**src/rtl/ddr3_avalon_arbiter.sv**
```systemverilog
// Two-master Avalon-MM burst arbiter (display read master / camera write master) onto one DDR3 slave port.
// Optional burst statistics outputs are built when ARB_STATS_EN is defined.
module ddr3_avalon_arbiter #(
  parameter int ADDR_W       = 32,
  parameter int DATA_W       = 128,
  parameter int BE_W         = 16,
  parameter int BURST_W      = 10,
  parameter int STARVE_LIMIT = 64
) (
  input  logic               clk,
  input  logic               rst_n,
  input  logic [ADDR_W-1:0]  wr_address,
  input  logic               wr_write,
  input  logic [DATA_W-1:0]  wr_writedata,
  input  logic [BE_W-1:0]    wr_byteenable,
  input  logic [BURST_W-1:0] wr_burstcount,
  output logic               wr_waitrequest,
  input  logic [ADDR_W-1:0]  rd_address,
  input  logic               rd_read,
  input  logic [BE_W-1:0]    rd_byteenable,
  input  logic [BURST_W-1:0] rd_burstcount,
  output logic               rd_waitrequest,
  output logic [DATA_W-1:0]  rd_readdata,
  output logic               rd_readdatavalid,
  output logic [ADDR_W-1:0]  avm_address,
  output logic               avm_read,
  output logic               avm_write,
  output logic [DATA_W-1:0]  avm_writedata,
  output logic [BE_W-1:0]    avm_byteenable,
  output logic [BURST_W-1:0] avm_burstcount,
  input  logic               avm_waitrequest,
  input  logic [DATA_W-1:0]  avm_readdata,
  input  logic               avm_readdatavalid,
  output logic [1:0]         grant
`ifdef ARB_STATS_EN
  ,
  output logic [15:0]        stat_rd_bursts,
  output logic [15:0]        stat_wr_bursts
`endif
);

  typedef enum logic [1:0] {IDLE, RD_CMD, RD_DATA, WR_DATA} state_t;

  localparam logic [BURST_W-1:0] ONE = BURST_W'(1);

  state_t             state, state_nxt;
  logic [BURST_W-1:0] beats_left, beats_left_nxt;
  logic               wr_first, wr_first_nxt;
  logic [7:0]         starve_cnt;
  logic [BURST_W-1:0] rd_bc_eff, wr_bc_eff;
  logic               rd_accept, wr_accept, wr_starved;

  assign rd_bc_eff  = (rd_burstcount == '0) ? ONE : rd_burstcount;
  assign wr_bc_eff  = (wr_burstcount == '0) ? ONE : wr_burstcount;
  assign rd_accept  = rd_read  & ~avm_waitrequest;
  assign wr_accept  = wr_write & ~avm_waitrequest;
  assign wr_starved = int'(starve_cnt) >= STARVE_LIMIT;

  always_ff @(posedge clk) begin
    if (!rst_n) begin
      state      <= IDLE;
      beats_left <= '0;
      wr_first   <= 1'b1;
      starve_cnt <= '0;
    end else begin
      state      <= state_nxt;
      beats_left <= beats_left_nxt;
      wr_first   <= wr_first_nxt;
      if (state == IDLE && state_nxt == WR_DATA)
        starve_cnt <= '0;
      else if (wr_write && !grant[0] && starve_cnt != '1)
        starve_cnt <= starve_cnt + 8'd1;
    end
  end

  // wr_first marks the first accepted write beat, which loads the remaining-beat count.
  always_comb begin
    state_nxt      = state;
    beats_left_nxt = beats_left;
    wr_first_nxt   = wr_first;
    case (state)
      IDLE: begin
        wr_first_nxt = 1'b1;
        if (rd_read && (!wr_write || !wr_starved))
          state_nxt = RD_CMD;
        else if (wr_write)
          state_nxt = WR_DATA;
      end
      RD_CMD: begin
        if (rd_accept) begin
          beats_left_nxt = rd_bc_eff;
          state_nxt      = RD_DATA;
        end
      end
      RD_DATA: begin
        if (avm_readdatavalid) begin
          beats_left_nxt = beats_left - ONE;
          if (beats_left <= ONE)
            state_nxt = IDLE;
        end
      end
      WR_DATA: begin
        if (wr_accept) begin
          if (wr_first) begin
            wr_first_nxt   = 1'b0;
            beats_left_nxt = wr_bc_eff - ONE;
            if (wr_bc_eff == ONE)
              state_nxt = IDLE;
          end else begin
            beats_left_nxt = beats_left - ONE;
            if (beats_left <= ONE)
              state_nxt = IDLE;
          end
        end
      end
      default: state_nxt = IDLE;
    endcase
  end

  always_comb begin
    avm_address      = '0;
    avm_read         = 1'b0;
    avm_write        = 1'b0;
    avm_writedata    = '0;
    avm_byteenable   = '0;
    avm_burstcount   = '0;
    wr_waitrequest   = 1'b1;
    rd_waitrequest   = 1'b1;
    rd_readdatavalid = 1'b0;
    grant            = 2'b00;
    case (state)
      RD_CMD: begin
        avm_address    = rd_address;
        avm_read       = rd_read;
        avm_byteenable = rd_byteenable;
        avm_burstcount = rd_burstcount;
        rd_waitrequest = avm_waitrequest;
        grant          = 2'b10;
      end
      RD_DATA: begin
        rd_readdatavalid = avm_readdatavalid;
        grant            = 2'b10;
      end
      WR_DATA: begin
        avm_address    = wr_address;
        avm_write      = wr_write;
        avm_writedata  = wr_writedata;
        avm_byteenable = wr_byteenable;
        avm_burstcount = wr_burstcount;
        wr_waitrequest = avm_waitrequest;
        grant          = 2'b01;
      end
      default: ;
    endcase
  end

  assign rd_readdata = avm_readdata;

`ifdef ARB_STATS_EN
  always_ff @(posedge clk) begin
    if (!rst_n) begin
      stat_rd_bursts <= '0;
      stat_wr_bursts <= '0;
    end else begin
      if (state != RD_CMD && state_nxt == RD_CMD && stat_rd_bursts != '1)
        stat_rd_bursts <= stat_rd_bursts + 16'd1;
      if (state != WR_DATA && state_nxt == WR_DATA && stat_wr_bursts != '1)
        stat_wr_bursts <= stat_wr_bursts + 16'd1;
    end
  end
`endif

endmodule

```
**config.mk**
```make
export PLATFORM = sky130hd
export DESIGN_NAME = ddr3_avalon_arbiter
export DESIGN_NICKNAME = d
export VERILOG_FILES = /design/src/rtl/ddr3_avalon_arbiter.sv
export SDC_FILE = /design/constraint.sdc
export NUM_CORES = 1
export LEC_CHECK = 0
export CAP_MARGIN = 20
export CORE_AREA = 10 10 263 265
export CTS_CLUSTER_SIZE = 24
export DETAILED_ROUTE_END_ITERATION = 8
export DIE_AREA = 0 0 273 275
export HOLD_SLACK_MARGIN = 0.06
export PLACE_DENSITY = 0.35
export SETUP_SLACK_MARGIN = 0.02
export SLEW_MARGIN = 20
export SYNTH_ARGS = -nofsm -noshare
export SYNTH_HDL_FRONTEND = slang
export SYNTH_SLANG_ARGS = --single-unit
```
**constraint.sdc**
```tcl
create_clock -name clk -period 2.2 [get_ports clk]
set_input_delay 0.44 -clock clk [delete_from_list [all_inputs] [get_ports clk]]
set_output_delay 0.44 -clock clk [all_outputs]
set_load 0.05 [all_outputs]
```
==> impl_metrics.ini <==
[status]
status = finished clean

[setup_path]
regToRegStartpoint = beats_left[0]
cp.required_ns = 2.40
endpoint_kind = flop
startpoint = wr_burstcount[8]
crit_fanout = 3
setup.reg_to_reg.worst_slack_ns = 0.17
arrival_ns = 2.33
path_class = in -> reg
critPathLaunchType = input pin

[job]
maxCapViolCount = 0

[synthesis]
synth_common_cells = and2_1, buf_4, a22o_1
async_reset_ff_frac = 0
synth_edf_count = 0
synthCells = 564
synth_area_um2 = 4130
synth-main-ff-cell = dfxtp_1
syn_area_per_cell_um2 = 7.32
synth_top_area_frac = 0.233
syn_nets = 951
synth_top_cell_by_area = buf_4
yosysMostFrequentCell = and2_1
yosysWarnings = 0
yosysSeqAreaShare = 0.102
ys_types = 63
ys_ff_latch = 21
synth_area_leaders = buf_4, and2_1, a22o_1

[die]
core_area_um2 = 63900
ios = 699
fp.dieH_um = 275
die-area_um2 = 75100
die_w_um = 273
rows = 93
start_util = 0.0646

[timing]
rsz0062_at_grt = yes
fmax_mhz = 469
fin_skew_ns = 0.00413
period_share = 0.968
period_minus_slack_ns = 2.13
tightestPinTransition_ns = 0.617
hold_viol_final = 0
setup_viol = 0
relSlewSlack = 0.586
timing.final.max_slew_violations = 0
setup_ws_ns = 0.0693

[layout]
layout.nets = 1288
antenna_cells = 0
layout-drive-gt1-share = 0.519
stdcell_area_um2 = 11500
area_growth_pct = 178
multi_input_comb_area_um2 = 3070
fillers = 7024
regArea_um2 = 422

[detailed_routing]
drt_iter0_drc = 170
vias_per_cell = 3.16
ant_nets = 0
dr.pass1.iters = 4
routed_wirelength_mm = 34.5
wl_per_cell_um = 19.6
vias = 5549
drcViolationCount = 0

[clock_tree]
path_clk_slew_ns = 0.06
htree_levels = 1
clock_sinks = 21
clk_latency_ns = 0.26
cts_tree = yes
root_buffer = clkbuf_16
cts_buffers = 3
cts_buffer_depth = 2

[power_and_ir_drop]
ir_drop_mv = 0.258
p_leak_nw = 4.42
powerDensity_nw_per_um2 = 296

[place]
gp_congestion = 0.809
dpl_cell_area_um2 = 11300
pre_cts_slack_ns = -0.597
io_buffers = 442
dp_hpwl_mm = 31.2

[global_route]
grt_pass1_wl_mm = 47.2
grt_use_total = 0.0851
grt_overflow = 0
grt_max_degree = 75
grt_pass1_vias = 6237
antenna_found_initial = 3

[min_path]
hp-start = starve_cnt[4]
hold_class = reg -> reg
[area by class of cell]
| class | instances | share of cell area |
|---|---|---|
| inverter | 9 | 0.00294 |
| tap | 855 | 0.0932 |
| timing repair buffer | 499 | 0.593 |
| clock buffer | 3 | 0.00654 |
| multi-input combinational | 367 | 0.267 |
| clock inverter | 1 | 0.000436 |
| sequential | 21 | 0.0367 |
[per-layer routing]
metal  routed length, µm  global-route usage  vias to the layer above
met3                5190              0.0517                       62
met2               16800               0.150                      476
met4                1020              0.0263                        0
met1               11500              0.0815                     2490
li1                    -                   -                     2521
met5                   0                   0                        -
[cells by family after synthesis]
group           after synthesis  share of synthesized area
fa+ha+maj                     9                     0.0273
xor+xnor                     10                     0.0212
flops                        21                      0.102
compound gates              128                      0.248
mux                           2                    0.00485
simple gates                218                      0.320
buf+inv                     176                      0.277
[state kept, by name, summed over array words and instances (netlist names)]
signal	cells
beats_left	10
starve_cnt	8
state	2
wr_first	1
[worst max-delay path, cell delays in order]
cell	delay [ns]
dlygate4sd2_1	0.24
nor2_2	0.07
a31o_1	0.23
inv_1	0.06
ha_2	0.18
or3b_4	0.40
or4_4	0.43
a21oi_2	0.13
o311a_1	0.16
[path summary, 6_finish.rpt]
kind / endpoint / cells past startpoint
hold / removal: starve_cnt[4] / 2
hold reg to reg: starve_cnt[4] / 2
setup reg to reg: beats_left[8] / 6
setup / recovery: beats_left[6] / 9
[power by group]
group | internal, mW | leakage, nW | switching, mW
clock network | 0.244 | 0.0409 | 0.151
registers | 0.419 | 0.172 | 0.0516
logic | 1.33 | 4.20 | 1.20
total | 2.00 | 4.42 | 1.40
[per-stage QoR]
stage / util / hold slack (ns) / setup TNS (ns) / std cells / power [mW]
2_1_floorplan: - / 0.498 / -0.00761 / 564 / 2.18
3_3_place_gp: 0.177 / 0.529 / -5.09 / 1745 / 3.04
3_5_place_dp: 0.177 / 0.543 / -5.57 / 1745 / 3.04
4_1_cts: 0.180 / 0.556 / -0.00682 / 1755 / 3.45
5_1_grt: 0.180 / 0.569 / 0 / 1755 / 3.57
6_report: 0.180 / 0.558 / 0 / 1755 / 3.40
[cells in the final DEF, fill, tap and decap left out, types with 3 or more instances in the layout]
master,instances
and3_1,4
ha_1,6
inv_1,8
and2_4,4
or3_1,5
buf_12,196
a22o_2,34
a21o_1,3
nand2b_1,3
nor4_1,6
clkbuf_16,3
o21a_1,3
and2_2,125
a211oi_1,3
xnor2_1,5
nand3_1,4
a22o_4,24
buf_4,53
a311oi_1,3
o22ai_1,3
xor2_1,5
nor2b_1,5
nor3_1,3
o311a_1,3
nor2_1,15
a21oi_1,11
dfxtp_1,20
nand4_1,3
o21ai_1,3
o21ai_0,10
clkdlybuf4s50_1,239
nand2_1,13
and2_1,5
clkbuf_2,6
[timing repair]
action,CTS,global route
setup endpoints to repair,74,12
pin swaps,3,1
hold buffers,0,0
buffers inserted,6,0
resized for setup,19,19
Power figures use the tool's default switching activity.
